<file path="src/rtl/pipe_ctrl_unit.sv">
// ============================================================================
// Module   : pipe_ctrl_unit
// Purpose  : 5-stage MIPS control: ID decode, ID/EX-EX/MEM-MEM/WB control
//            pipeline, load-use / RAW stall, branch flush, EX forwarding.
// Revision : 1.0 - initial release
// ============================================================================
`default_nettype none

module pipe_ctrl_unit #(
  parameter int ALUC_W = 6,
  parameter int REG_AW = 5,
  parameter int FWD_EN = 1
) (
  input  logic              clk,
  input  logic              rst,
  input  logic [31:0]       id_inst,
  input  logic              id_valid,
  input  logic              branch_taken,
  output logic              cu_stall,
  output logic              cu_flush,
  output logic              cu_illegal,
  output logic              ex_wreg,
  output logic              ex_m2reg,
  output logic              ex_wmem,
  output logic              ex_aluimm,
  output logic              ex_shift,
  output logic              ex_sext,
  output logic              ex_branch,
  output logic              ex_bne,
  output logic [ALUC_W-1:0] ex_aluc,
  output logic [REG_AW-1:0] ex_dst,
  output logic              mem_wreg,
  output logic              mem_m2reg,
  output logic              mem_wmem,
  output logic [REG_AW-1:0] mem_dst,
  output logic              wb_wreg,
  output logic              wb_m2reg,
  output logic [REG_AW-1:0] wb_dst,
  output logic [1:0]        fwd_a,
  output logic [1:0]        fwd_b
);

  localparam logic [5:0] C_OP_RTYPE = 6'h00;
  localparam logic [5:0] C_OP_BEQ   = 6'h04;
  localparam logic [5:0] C_OP_BNE   = 6'h05;
  localparam logic [5:0] C_OP_ADDI  = 6'h08;
  localparam logic [5:0] C_OP_SLTI  = 6'h0a;
  localparam logic [5:0] C_OP_ANDI  = 6'h0c;
  localparam logic [5:0] C_OP_ORI   = 6'h0d;
  localparam logic [5:0] C_OP_LW    = 6'h23;
  localparam logic [5:0] C_OP_SW    = 6'h2b;

  localparam logic [ALUC_W-1:0] C_ALU_ADD = ALUC_W'(6'h20);
  localparam logic [ALUC_W-1:0] C_ALU_SUB = ALUC_W'(6'h22);
  localparam logic [ALUC_W-1:0] C_ALU_AND = ALUC_W'(6'h24);
  localparam logic [ALUC_W-1:0] C_ALU_OR  = ALUC_W'(6'h25);
  localparam logic [ALUC_W-1:0] C_ALU_SLT = ALUC_W'(6'h2a);

  typedef struct packed {
    logic              wreg;
    logic              m2reg;
    logic              wmem;
    logic              aluimm;
    logic              shift;
    logic              sext;
    logic              branch;
    logic              bne;
    logic [ALUC_W-1:0] aluc;
    logic [REG_AW-1:0] dst;
    logic [REG_AW-1:0] rs;
    logic [REG_AW-1:0] rt;
    logic              use_rs;
    logic              use_rt;
  } ctl_t;

  logic [5:0]        w_op;
  logic [5:0]        w_funct;
  logic [REG_AW-1:0] w_rs;
  logic [REG_AW-1:0] w_rt;
  logic [REG_AW-1:0] w_rd;
  logic              unused_shamt;

  assign w_op         = id_inst[31:26];
  assign w_funct      = id_inst[5:0];
  assign w_rs         = REG_AW'(id_inst[25:21]);
  assign w_rt         = REG_AW'(id_inst[20:16]);
  assign w_rd         = REG_AW'(id_inst[15:11]);
  assign unused_shamt = ^id_inst[10:6];

  ctl_t w_dec;
  logic w_illegal;

  always_comb begin
    w_dec     = '0;
    w_illegal = 1'b0;
    w_dec.rs  = w_rs;
    w_dec.rt  = w_rt;
    w_dec.dst = w_rt;
    case (w_op)
      C_OP_RTYPE: begin
        w_dec.dst    = w_rd;
        w_dec.wreg   = 1'b1;
        w_dec.use_rs = 1'b1;
        w_dec.use_rt = 1'b1;
        w_dec.aluc   = ALUC_W'(w_funct);
        case (w_funct)
          6'h20, 6'h22, 6'h24, 6'h25, 6'h2a: begin
            w_dec.shift = 1'b0;
          end
          6'h00, 6'h02, 6'h03: begin
            w_dec.shift  = 1'b1;
            w_dec.use_rs = 1'b0;
          end
          default: w_illegal = 1'b1;
        endcase
      end
      C_OP_ADDI, C_OP_SLTI, C_OP_ANDI, C_OP_ORI, C_OP_LW: begin
        w_dec.wreg   = 1'b1;
        w_dec.aluimm = 1'b1;
        w_dec.use_rs = 1'b1;
        w_dec.m2reg  = (w_op == C_OP_LW);
        w_dec.sext   = (w_op == C_OP_ADDI) || (w_op == C_OP_SLTI) || (w_op == C_OP_LW);
        case (w_op)
          C_OP_SLTI: w_dec.aluc = C_ALU_SLT;
          C_OP_ANDI: w_dec.aluc = C_ALU_AND;
          C_OP_ORI:  w_dec.aluc = C_ALU_OR;
          default:   w_dec.aluc = C_ALU_ADD;
        endcase
      end
      C_OP_SW: begin
        w_dec.wmem   = 1'b1;
        w_dec.aluimm = 1'b1;
        w_dec.sext   = 1'b1;
        w_dec.aluc   = C_ALU_ADD;
        w_dec.use_rs = 1'b1;
        w_dec.use_rt = 1'b1;
      end
      C_OP_BEQ, C_OP_BNE: begin
        w_dec.branch = 1'b1;
        w_dec.bne    = (w_op == C_OP_BNE);
        w_dec.sext   = 1'b1;
        w_dec.aluc   = C_ALU_SUB;
        w_dec.use_rs = 1'b1;
        w_dec.use_rt = 1'b1;
      end
      default: w_illegal = 1'b1;
    endcase
    if (w_illegal) begin
      w_dec = '0;
    end
    if (w_dec.dst == '0) begin
      w_dec.wreg = 1'b0;
    end
  end

  ctl_t              r_ex;
  logic              r_mem_wreg, r_mem_m2reg, r_mem_wmem;
  logic [REG_AW-1:0] r_mem_dst;
  logic              r_wb_wreg, r_wb_m2reg;
  logic [REG_AW-1:0] r_wb_dst;
  logic              r_illegal;

  // Source-match terms for the ID instruction against each older producer.
  logic w_hit_ex, w_hit_mem, w_load_use, w_raw, w_hazard, w_stall, w_flush, w_bubble;

  assign w_hit_ex   = (r_ex.dst != '0) &&
                      ((w_dec.use_rs && (w_dec.rs == r_ex.dst)) ||
                       (w_dec.use_rt && (w_dec.rt == r_ex.dst)));
  assign w_hit_mem  = (r_mem_dst != '0) &&
                      ((w_dec.use_rs && (w_dec.rs == r_mem_dst)) ||
                       (w_dec.use_rt && (w_dec.rt == r_mem_dst)));
  assign w_load_use = r_ex.m2reg && w_hit_ex;
  assign w_raw      = (r_ex.wreg && w_hit_ex) || (r_mem_wreg && w_hit_mem);
  assign w_hazard   = (FWD_EN != 0) ? w_load_use : (w_load_use || w_raw);
  assign w_flush    = !rst && branch_taken;
  assign w_stall    = !rst && !branch_taken && id_valid && w_hazard;
  assign w_bubble   = w_stall || w_flush || !id_valid;

  always_ff @(posedge clk) begin
    if (rst) begin
      r_ex        <= '0;
      r_mem_wreg  <= 1'b0;
      r_mem_m2reg <= 1'b0;
      r_mem_wmem  <= 1'b0;
      r_mem_dst   <= '0;
      r_wb_wreg   <= 1'b0;
      r_wb_m2reg  <= 1'b0;
      r_wb_dst    <= '0;
      r_illegal   <= 1'b0;
    end else begin
      r_ex        <= w_bubble ? '0 : w_dec;
      r_illegal   <= !w_bubble && w_illegal;
      r_mem_wreg  <= r_ex.wreg;
      r_mem_m2reg <= r_ex.m2reg;
      r_mem_wmem  <= r_ex.wmem;
      r_mem_dst   <= r_ex.dst;
      r_wb_wreg   <= r_mem_wreg;
      r_wb_m2reg  <= r_mem_m2reg;
      r_wb_dst    <= r_mem_dst;
    end
  end

  // EX/MEM has priority over MEM/WB because it holds the younger result.
  always_comb begin
    fwd_a = 2'b00;
    fwd_b = 2'b00;
    if ((FWD_EN != 0) && !rst) begin
      if (r_ex.use_rs && r_mem_wreg && (r_mem_dst != '0) && (r_mem_dst == r_ex.rs)) begin
        fwd_a = 2'b01;
      end else if (r_ex.use_rs && r_wb_wreg && (r_wb_dst != '0) && (r_wb_dst == r_ex.rs)) begin
        fwd_a = 2'b10;
      end
      if (r_ex.use_rt && r_mem_wreg && (r_mem_dst != '0) && (r_mem_dst == r_ex.rt)) begin
        fwd_b = 2'b01;
      end else if (r_ex.use_rt && r_wb_wreg && (r_wb_dst != '0) && (r_wb_dst == r_ex.rt)) begin
        fwd_b = 2'b10;
      end
    end
  end

  assign cu_stall   = w_stall;
  assign cu_flush   = w_flush;
  assign cu_illegal = r_illegal;
  assign ex_wreg    = r_ex.wreg;
  assign ex_m2reg   = r_ex.m2reg;
  assign ex_wmem    = r_ex.wmem;
  assign ex_aluimm  = r_ex.aluimm;
  assign ex_shift   = r_ex.shift;
  assign ex_sext    = r_ex.sext;
  assign ex_branch  = r_ex.branch;
  assign ex_bne     = r_ex.bne;
  assign ex_aluc    = r_ex.aluc;
  assign ex_dst     = r_ex.dst;
  assign mem_wreg   = r_mem_wreg;
  assign mem_m2reg  = r_mem_m2reg;
  assign mem_wmem   = r_mem_wmem;
  assign mem_dst    = r_mem_dst;
  assign wb_wreg    = r_wb_wreg;
  assign wb_m2reg   = r_wb_m2reg;
  assign wb_dst     = r_wb_dst;

endmodule

`default_nettype wire

</file>
<file path="config.mk">
export PLATFORM = sky130hd
export DESIGN_NAME = pipe_ctrl_unit
export DESIGN_NICKNAME = d
export VERILOG_FILES = /design/src/rtl/pipe_ctrl_unit.sv
export SDC_FILE = /design/constraint.sdc
export NUM_CORES = 1
export LEC_CHECK = 0
export CORE_MARGIN = 2
export CORE_UTILIZATION = 40
export DETAILED_ROUTE_END_ITERATION = 16
export PLACE_DENSITY = 0.83
export SLEW_MARGIN = 20
export SYNTH_ARGS = -nofsm -noshare
export SYNTH_HDL_FRONTEND = slang
export SYNTH_SLANG_ARGS = --single-unit
export TNS_END_PERCENT = 20
</file>
<file path="constraint.sdc">
create_clock -name clk -period 2.7 [get_ports clk]
set_input_delay 0.27 -clock clk [delete_from_list [all_inputs] [get_ports clk]]
set_output_delay 0.27 -clock clk [all_outputs]
set_load 0.02 [all_outputs]
</file>
# --- Yosys cells after proc, flatten, opt, wreduce, memory -nomap -nowiden ---
# Index checks and enable logic that the tools add are counted.
totals:
  register_bits: 47
  output_inout_bits: 41
classes:
  n_eq_ne: 21
  muxes: 21
  n_bitwise: 3
  reduce_logical: 51
op_table:
  columns: ["operator", "n"]
  rows:
  - ["$eq A6 B6 Y1 const B", 7]
  - ["$eq A5 B5 Y1", 6]
  - ["$eq A6 B4 Y1 const B", 4]
  - ["$pmux W6 S4", 1]
  - ["$logic_and A1 B1 Y1", 21]
  - ["$reduce_or A4 Y1", 5]
  - ["$mux W17", 1]
  - ["$reduce_or A8 Y1", 2]
  - ["$reduce_bool A5 Y1", 3]
  - ["$mux W2", 7]
  - ["$eq A6 B2 Y1 const B", 2]
  - ["$eq A6 B3 Y1 const B", 2]
  - ["$logic_not A6 Y1", 2]
  - ["$pmux W4 S3", 1]
  - ["$reduce_or A6 Y1", 2]
  - ["$reduce_or A3 Y1", 3]
  - ["$mux W1", 7]
  - ["$pmux W1 S2", 3]
  - ["$logic_not A5 Y1", 1]
  - ["$logic_or A1 B1 Y1", 5]
  - ["$mux W5", 1]
  - ["$reduce_or A5 Y1", 1]
  - ["$logic_not A1 Y1", 4]
  - ["$reduce_or A2 Y1", 2]
  - ["$not A1 Y1", 3]

# --- Longest topological paths before layout ---
# Gate-level depths: netlist of run 1.
depth:
  depth_word: 15
  ltp_mapped: 9
  ltp_nobuf: 6

# --- Worst setup path after synthesis of run 1 ---
# Ideal clock, no wire load.
synth_path:
  path_type: "input-to-output"
  startpoint: "in id_inst[31]"
  endpoint: "out cu_stall"
  arrival_time_ps: 2270
  slack_ps: 160
  path_stages: 8
  n_path_buf: 2
  path_cell_list: "buf_6 > or4b_4 > o211a_1 > a2111oi_0 > xor2_1 > nor4_4 > buf_6 > a22o_1"
synth_via:
  elab_chain_cells: 10
  word_cells_on_any_way: 23
  cone_classes: "eq/ne (10); mux (4); reduce/logical (9)"
synth_lines:
  columns: ["element", "line_no", "rtl"]
  rows:
  - ["from (decl)", "16", "input logic [31:0] id_inst,"]
  - ["$eq A6 B6 Y1 (tied with other cells)", "99", "case (w_op)"]
  - ["$reduce_or A8 Y1 (no line)", null, null]
  - ["$pmux W1 S2", "99", null]
  - ["$mux W17 (*)", "148", "if (w_illegal) begin"]
  - ["$eq A5 B5 Y1, on equally long branches", "167, 168", null]
  - ["$logic_and A1 B1 Y1, on equally long branches", "167, 168", null]
  - ["$logic_or A1 B1 Y1 (*)", "167", "((w_dec.use_rs && (w_dec.rs == r_ex.dst)) ||"]
  - ["$logic_and A1 B1 Y1 (*)", "166", "assign w_hit_ex = (r_ex.dst != '0) &&"]
  - ["$logic_and A1 B1 Y1 (*)", "172", "assign w_load_use = r_ex.m2reg && w_hit_ex;"]
  - ["$logic_and A1 B1 Y1 (*)", "176", "assign w_stall = !rst && !branch_taken && id_valid && w_hazard;"]
  - ["to (decl)", "19", "output logic cu_stall,"]
# Every way passes the cells marked *; elsewhere a longest branch is shown, timed or not.

# --- Worst setup path in the final report of run 1 ---
layout_path:
  startpoint: "in id_inst[1]"
  endpoint: "out cu_stall"
layout_via:
  elab_chain_cells: 11
  word_cells_on_any_way: 23
  cone_classes: "eq/ne (9); mux (5); reduce/logical (9)"
layout_lines:
  columns: ["element", "line_no", "rtl"]
  rows:
  - ["$eq A6 B2 Y1 (tied with other cells)", "106", "case (w_funct)"]
  - ["$reduce_or A8 Y1 (no line)", null, null]
  - ["$mux W1", "106", null]
  - ["$pmux W1 S2", "99", null]
  - ["$mux W17 (*)", "148", null]
  - ["$eq A5 B5 Y1, on equally long branches", "167, 168", null]
  - ["$logic_and A1 B1 Y1, on equally long branches", "167, 168", null]
  - ["$logic_or A1 B1 Y1 (*)", "167", null]
  - ["$logic_and A1 B1 Y1 (*)", "166", null]
  - ["$logic_and A1 B1 Y1 (*)", "172", null]
  - ["$logic_and A1 B1 Y1 (*)", "176", null]
# Marks and branches as above.

==> results of run 1 <==
## sequential cells by signal (all words and copies together), names as in the netlist
| signal | cells |
|---|---|
| mem_wmem | 1 |
| ex_bne | 1 |
| ex_wreg | 1 |
| ex_aluc | 6 |
| ex_m2reg | 1 |
| mem_dst | 5 |
| mem_wreg | 1 |
| ex_dst | 5 |
| wb_m2reg | 1 |
| ex_wmem | 1 |
| ex_sext | 1 |
| ex_aluimm | 1 |
| mem_m2reg | 1 |
| r_ex | 12 |
| cu_illegal | 1 |
| wb_dst | 5 |
| wb_wreg | 1 |
| ex_branch | 1 |
| ex_shift | 1 |
## metal layers
layer,part of all wire [%],global-route usage (%)
met4,2.1,8.98
met1,41,23.0
met2,51,34.8
met3,6.1,3.63
met5,0,0
## cells in the mapped netlist, drive strengths merged, types with 2 or more instances
| master | number | area [µm²] |
|---|---|---|
| nand3 | 10 | 50.1 |
| a21oi | 32 | 160 |
| inv | 6 | 22.5 |
| clkbuf | 8 | 30.0 |
| mux2 | 5 | 56.3 |
| a211oi | 2 | 15.0 |
| or3 | 2 | 12.5 |
| nand4b | 2 | 17.5 |
| xor2 | 23 | 201 |
| nand2 | 22 | 82.6 |
| o211a | 2 | 20.0 |
| nor2 | 12 | 45.0 |
| o31ai | 2 | 15.0 |
| nand2b | 4 | 25.0 |
| xnor2 | 4 | 35.0 |
| nor2b | 24 | 150 |
| nor4 | 7 | 58.8 |
| a22o | 2 | 17.5 |
| or4 | 3 | 22.5 |
| nor3 | 12 | 60.1 |
| nand4 | 2 | 12.5 |
| buf | 19 | 145 |
| and3 | 2 | 12.5 |
| a2111oi | 3 | 26.3 |
| dfxtp | 47 | 941 |
| o21ai | 8 | 40.0 |
| o211ai | 3 | 22.5 |
## cell usage in the layout, fill, tap and decap left out, types with 4 or more instances in the layout
cell type and n:
clkdlybuf4s50_1 62, dfxtp_1 47, buf_4 38, a21oi_1 32, nor2b_1 24, xor2_1 23
nand2_1 22, nor3_1 12, nor2_1 12, nand3_1 10, inv_1 6, o21ai_0 6
dlymetal6s2s_1 6, nor4_1 5, mux2_2 5, clkbuf_8 5, xnor2_1 4, nand2b_1 4
## cells by family (layout without fill, tap and decap cells)
kind of cell / after synthesis / count (layout)
xor gates and xnor gates: 27 / 27
other: 1 / 1
DFF: 47 / 47
AOI/OAI and AO/OA: 60 / 60
buffers and inverters: 33 / 123
and+or+nand+nor: 107 / 107
muxes: 6 / 6
## worst register-to-register path, stage by stage, from the launching register on
cell,delay [ps]
dfxtp_1,360
or4_1,520
o211ai_1,250
o21bai_1,200
nor4_4,80
buf_4,140
buf_4,220
a21oi_1,200
## cell type report
class / instances / area share (%)
multi-input combinational: 201 / 37.8
timing repair buffer: 110 / 29.2
sequential: 47 / 26.6
tap: 75 / 2.66
clock buffer: 5 / 1.95
clock inverter: 2 / 1.06
inverter: 6 / 0.638
## worst max path at each step
stage                      startpoint  endpoint  slack [ps]  depth (start not counted)
after floorplan           id_inst[31]  cu_stall         160                          8
after global placement    id_inst[28]  cu_stall        -630                          8
after detailed placement  id_inst[28]  cu_stall        -780                          8
after CTS                 id_inst[31]  cu_stall         -90                          9
after global routing      id_inst[28]  cu_stall         -70                          8
final                      id_inst[1]  cu_stall          -8                          8
## what timing repair did
action / 4_1_cts / 5_1_grt
pin swaps: 3 / 10
buffers inserted: 0 / 4
gates resized for setup: 15 / 15
endpoints found under the setup margin: 3 / 3
hold buffers: 0 / 0
gates cloned: 0 / 0
## power by group through the flow
| stage | logic, mW | registers [mW] | clock network [mW] |
|---|---|---|---|
| after floorplan | 0.0754 | 0.717 | 0 |
| after global placement | 0.176 | 0.715 | 0 |
| after detailed placement | 0.179 | 0.716 | 0 |
| after CTS | 0.184 | 0.699 | 0.512 |
| after global routing | 0.212 | 0.700 | 0.537 |
| final | 0.196 | 0.699 | 0.499 |
## through the flow
| step | utilization (%) | cells | hold WS [ps] |
|---|---|---|---|
| 2_1_floorplan | - | 281 | 386 |
| 3_3_place_gp | 56.5 | 435 | 447 |
| 3_5_place_dp | 56.5 | 435 | 457 |
| 4_1_cts | 58.8 | 442 | 469 |
| 5_1_grt | 60.4 | 446 | 487 |
| 6_report | 60.4 | 446 | 467 |
==> results, run 1 <==
- The flow ran to the end, but the final reports show violations.
- The final reports fail on negative setup slack.
- The sort of element at the end of the critical path is a primary output.
- Net switching is 23.2% of the power.
- The portion of synthesized area spent on multiplexers is 2.76%.
- For the worst setup path, the data arrival time is ~2400 ps.
- For this run, design rule violations remaining after detail routing come to 0.
- The detailed placer's ending HPWL is 4.95 mm.
- In this design, the stage delay of the slowest critical-path cell is ~450 ps.
- The total power is approximately 1.4 mW.
- The die is 81.5 µm tall.
- In the synthesized netlist the async set-or-reset flop fraction comes to 0%.
- The share of total power in combinational logic is roughly 14%.
- The number of antenna diodes is 0.
- The final estimated routing congestion in global placement is 0.892.
- When the netlist entered floorplanning its net count stood at 317.
- The number of search-and-repair iterations in the first detailed-routing pass is 5.
- By startpoint and endpoint, the worst setup path is classified as in2out.
- The DRC marker count from the first detailed-route iteration is 74.
- The required time reported for the critical path endpoint is 2430 ps.
- The highest attainable clock frequency is 0.369 GHz.
- Counting every sink on the clock net gives 47.
- The number of top-level pins is 77.
- The net switching power is 0.324 mW.
- In this run the worst path has a maximum fanout of 4.
- The critical path goes through clkdlybuf4s50_1 -> nand2b_1 -> a211oi_4 -> a211oi_2 -> a211o_1 -> nor4_4 -> a22o_1 -> buf_6.
- For the final routed database, the setup TNS stands at -8.30 ps.
- Entering global routing, the biggest net connects 30 pins.
- The end point of the worst hold path is mem_wreg.
- The highest-delay cell along the critical path is clkdlybuf4s50_1.
- The count of filler cells inserted in the layout is 492.
- The worst min-delay path startpoint is ex_wreg.
- In this run the static leakage power is 1.54 nW.
- Setup repair after global routing could not meet its margin everywhere.
- The floorplan has 28 rows.
- The depth of the CTS H-tree is 2.
- The number of synthesized register bits is 47.
- The number of buffers added by the clock tree synthesis step is 5.
- Dividing total power by cell area gives a power density of between 300 and 400 nW/µm².
- The worst hold path class is reg2reg.
- The master cell of the clock root buffer is clkbuf_8.
- The horizontal die dimension is slightly above 80 µm.
- Counting distinct cell types in the post-synthesis netlist gives 43.
- After Yosys synthesis, full adders, half adders and majority gates account for 0% of the synthesized area.
- The largest family of logic cells by synthesized area is simple AND/OR/NAND/NOR gates.
- The area of all sequential standard cells is 941 µm².
- The part of the cycle the worst path needs is 100%.
- During synthesis, Yosys emitted a total of 0 warnings.
- For this run, the register share of the synthesized area comes to 39.2%.
- The sequential share of power is between 50% and 60%.
- The path depth of the worst reg2reg path is 7.
- The layout cell share with drive strength beyond 1 is 17.0%.
- The area share of and/or/nand/nor cells after synthesis is 24.7%.
- The post-route standard cell area excluding fillers is roughly 3500 µm².
- The critical path contains buffers and inverters numbering 2 combined.
- The initial standard-cell utilization of the core is 41.0%.
- The clock tree skew after final layout is about 8.9 ps.
- The most used flip-flop cell after synthesis is dfxtp_1.
- In the routed layout, each cell is associated on average with a via count of about 5.2.
- The initial antenna violation count is 0.
- The time the worst path needs with I/O delays and setup is between 2000 and 3000 ps.
- The final route contains 2335 vias.
- The die covers 6640 µm².
- For the worst-skew pair, the clock arrives at the later sink with an insertion delay of 290 ps.
- From synthesis to final layout, the design area changed by 47.1%.
- The count of buffers added on input and output ports is 71.
- The multi-input combinational cells in the finished layout cover a total of 1340 µm².
- In this run the register-to-register setup slack is 660 ps.
- The end of the worst register-to-register path is ex_aluc[2].
- A synthesized cell averages 8.54 µm².
- The complex-gate fraction of the synthesized area is 15.1%.
- In the final design database the tool counted a little over 400 nets.
- The cell area that synthesis handed to floorplanning was 2400 µm².
- Once placement finished, the instance area stood at 3310 µm².
- The kind of cell with the highest combined delay along the critical path is compound AO/OA/AOI/OAI gates.
- The count of nets left with antenna violations once routing finished came out at 0.
- The internal cell power is about 1.1 mW.
- The count of final max-slew check failures is 0.
- Counting instances, the worst hold path has a depth of 1.
- The synthesized-area fraction occupied by xor and xnor cells is 9.85%.
- Once routing completed, OpenROAD measured the worst setup slack at -8.30 ps.
- The wire length of the first global-routing pass is between 10 and 15 mm.
- Global routing used around a fifth of the available tracks across all layers.
- The TritonCTS clock tree is yes.
- The clock passes through at most 2 buffers.
- The worst setup slack after placement is -782 ps.
- Yosys mapped a number of flops with a built-in enable equal to 0.
- The floorplan step defined a core boundary enclosing 5850 µm².
- Across the run, the number of max-cap violations was 0.
- The number of global-route vias before repair came to 2180.
- After clock tree synthesis, the clock-pin slew on the worst setup and hold paths is 70 ps.
- Across the VDD grid, the largest voltage drop is between 0.15 and 0.2 mV.
- The final wirelength is between 6 and 7 mm.
- The share of total power dissipated in the clock network is 35.8%.
- After global routing the overflow that remains totals 0.
- After technology mapping, the gate count stands at 281.
- STA classifies the critical path startpoint as an input pin.
- The reg-to-reg startpoint is ex_dst[2].
- Setup violations remaining at the end of the flow were counted as 1.
- The number of failing hold endpoints at the final stage is 0.
- The average routed wire per standard cell is 14.7 µm.
No activity file was read; power rests on OpenSTA's default activity.
==> run 2, diff against run 1 <==
- CORE_UTILIZATION: 40 -> 30
- PLACE_DENSITY: 0.83 -> 0.68
- clock period: 2.7 -> 3.21 ns (I/O delays scaled with it)
==> run 2 against run 1 <==
Effect of this change:
- the flow now finishes without violations
- sequential share of layout area is 1.4 points higher
- clock power is 10% lower
- critical path depth stayed put
- non-clock buffer count is 17 lower
- highest routed layer unchanged
==> results, run 2 (synthesis results as in run 1) <==
- Once the clock tree was built, the resizer swapped 5 gates to a different size.
- The number of hold buffers added after CTS was 0.
- For the worst flop-to-flop path, the logic depth is 6.
- For the pin with the worst max-slew slack, the measured transition is between 500 and 600 ps.
- Setup slack on the worst reg-to-reg path comes out at 1100 ps.
- The wire length of the first global-routing pass is 11.1 mm.
- The average routed wire per standard cell is 14.7 µm.
- The worst hold path terminates at wb_m2reg.
- The detailed placer's ending HPWL is 5.20 mm.
- r_ex holds more flip-flops than any other register.
- The clock passes through at most 2 buffers.
- After global routing the overflow that remains totals 0.
- The remaining max-slew budget at the tightest pin is approximately 63%.
- In this run the horizontal extent of the chip is approximately 93 µm.
- Relative to the synthesized area, the layout overhead comes to 39.9%.
- The required time reported for the critical path endpoint is just under 3000 ps.
- The sort of element at the end of the critical path is a primary output.
- In this run, the number of DRC markers left after iteration 0 of detailed routing was 108.
- The master cell of the clock root buffer is clkbuf_8.
- The clock-pin slew on the worst setup and hold paths is ~90 ps.
- The number of search-and-repair iterations in the first detailed-routing pass is 4.
- The post-route netlist has 11.8% of its cells at a drive strength greater than 1.
- The number of buffers added by the clock tree synthesis step is 5.
- The leakage power is 1.38 nW.
- The worst setup path category is in2out.
- The final layout contains 390 nets.
- The post-route standard cell area excluding fillers is ~3400 µm².
- Leaving out fill and tap cells, the most frequent cells in the layout are 70 x clkdlybuf4s50_1, 47 x dfxtp_1, 32 x a21oi_1.
- The routed design could run at a clock period as short as 3030 ps.
- The worst min-delay path startpoint is mem_m2reg.
- The repair_antennas step left the layout with diodes totalling 0.
- The global routing usage summed across all routing layers is about 16%.
- The core footprint is roughly 7700 µm².
- The count of final max-slew check failures is 0.
- For this run, the top clock speed supported by timing is 0.330 GHz.
- Row generation in the floorplan step produced 32 rows.
- The final setup violation count is 0.
- The depth of the CTS H-tree is 2.
- The power per cell area is 353 nW/µm².
- The die footprint is 8730 µm².
- The endpoint identified for the worst register-to-register timing path is ex_aluc[0].
- The initial standard-cell utilization of the core is 31.1%.
- Clock tree synthesis found a total of 47 sinks.
- The category of the worst setup path launch point is an input pin.
- The number of top-level pins is 77.
- The data arrival time of the worst path is around 2700 ps.
- The TritonCTS clock tree is yes.
- The final route contains 2208 vias.
- For the worst-skew pair, the clock arrives at the later sink with an insertion delay of 300 ps.
- Once the clock tree was built, the setup fixing pass inserted 0 buffers.
- The register with the most flip-flops in the layout has 12 of them.
- The total negative slack for setup checks is 0 ps.
- The number of stages on the worst hold path is 1.
- Input and output buffers added on the ports amount to 71.
- The most frequent standard cell in the layout excluding fill and tap cells is clkdlybuf4s50_1.
- The total cell area at the placement stage is between 3000 and 4000 µm².
- The part of the cycle the worst path needs is 94.5%.
- The startpoint identified for the worst register-to-register timing path is ex_dst[1].
- Setup repair after global routing left no endpoint under its margin.
- The largest fanout of any net on the critical path is 4.
- The average vias per placed instance is 4.83.
- The min-delay analysis places its worst path in the category reg2reg.
- Across the VDD grid, the largest voltage drop is 0.153 mV.
- The floorplan step set the die height to 93.5 µm.
- The post-detailed-route count of antenna-violating nets is 0.
- The final estimated routing congestion in global placement is 0.890.
- The flow ran to the end, and the final reports show no timing, DRC or antenna violations.
- The number of failing hold endpoints at the final stage is 0.
- The detailed-route DRC error count is 0.
- The number of global-route vias before repair came to 2312.
- On the final layout, the worst clock skew is 4.54 ps.
- The pin count of the biggest net entering global routing is 30.
- The initial antenna violation count is 0.
- The final wirelength is 6.73 mm.
- The number of violations of the max-capacitance limit is 0.
-- run 2: cell types whose count changed in the layout (fill, tap and decap cells not counted), sizes merged --
cell	delta
buf	-18
clkbuf	+1
dlymetal6s2s	-6
clkdlybuf4s50	+8
clkdlybuf4s15	-2
inv	+1
-- run 2: worst max-delay path: stages --
cell	delay [ps]
clkdlybuf4s50_1	450
or4b_4	580
o211a_1	210
o31a_1	250
a211o_1	260
nor4_4	280
a22o_1	200
clkbuf_2	170
-- run 2: final cells by class --
| class | count | area (µm²) |
|---|---|---|
| Clock inverter | 3 | 46.3 |
| Fill cell | 762 | 4370 |
| Inverter | 6 | 22.5 |
| Sequential cell | 47 | 941 |
| Clock buffer | 5 | 68.8 |
| Multi-Input combinational cell | 201 | 1280 |
| Timing Repair Buffer | 93 | 871 |
| Tap cell | 102 | 128 |
-- run 2: report_power, final --
group / switching (mW) / internal (mW)
logic: 0.0717 / 0.0754
registers: 0.00277 / 0.586
clock network: 0.214 / 0.235
-- run 2: worst max-delay path by stage --
stage | startpoint | end | slack [ps] | cells after the start
6_report | id_inst[28] | cu_stall | 180 | 8
5_1_grt | id_inst[31] | cu_stall | 70 | 8
4_1_cts | id_inst[28] | cu_stall | 10 | 8
3_5_place_dp | id_inst[3] | cu_stall | -350 | 9
3_3_place_gp | id_inst[31] | cu_stall | -270 | 8
2_1_floorplan | id_inst[31] | cu_stall | 570 | 8
-- run 2: per-stage QoR --
step | utilization [%] | instances | total power [mW] | worst slack, ps | hold WS [ps]
final | 43.5 | 457 | 1.18 | 177 | 469
after global routing | 43.5 | 457 | 1.23 | 74.6 | 466
after CTS | 43.4 | 457 | 1.19 | 11.3 | 472
after detailed placement | 41.8 | 449 | 0.745 | -354 | 462
after global placement | 41.8 | 449 | 0.743 | -266 | 450
after floorplan | - | 281 | 0.666 | 568 | 437
-- run 2: per-layer routing --
| layer | up-vias | global-route usage [%] | part of all wire (%) |
|---|---|---|---|
| li1 | 1108 | - | - |
| met1 | 1037 | 19.6 | 45 |
| met2 | 54 | 28.4 | 50 |
| met3 | 9 | 3.30 | 4.0 |
| met4 | 0 | 4.29 | 1.2 |
| met5 | - | 0 | 0 |
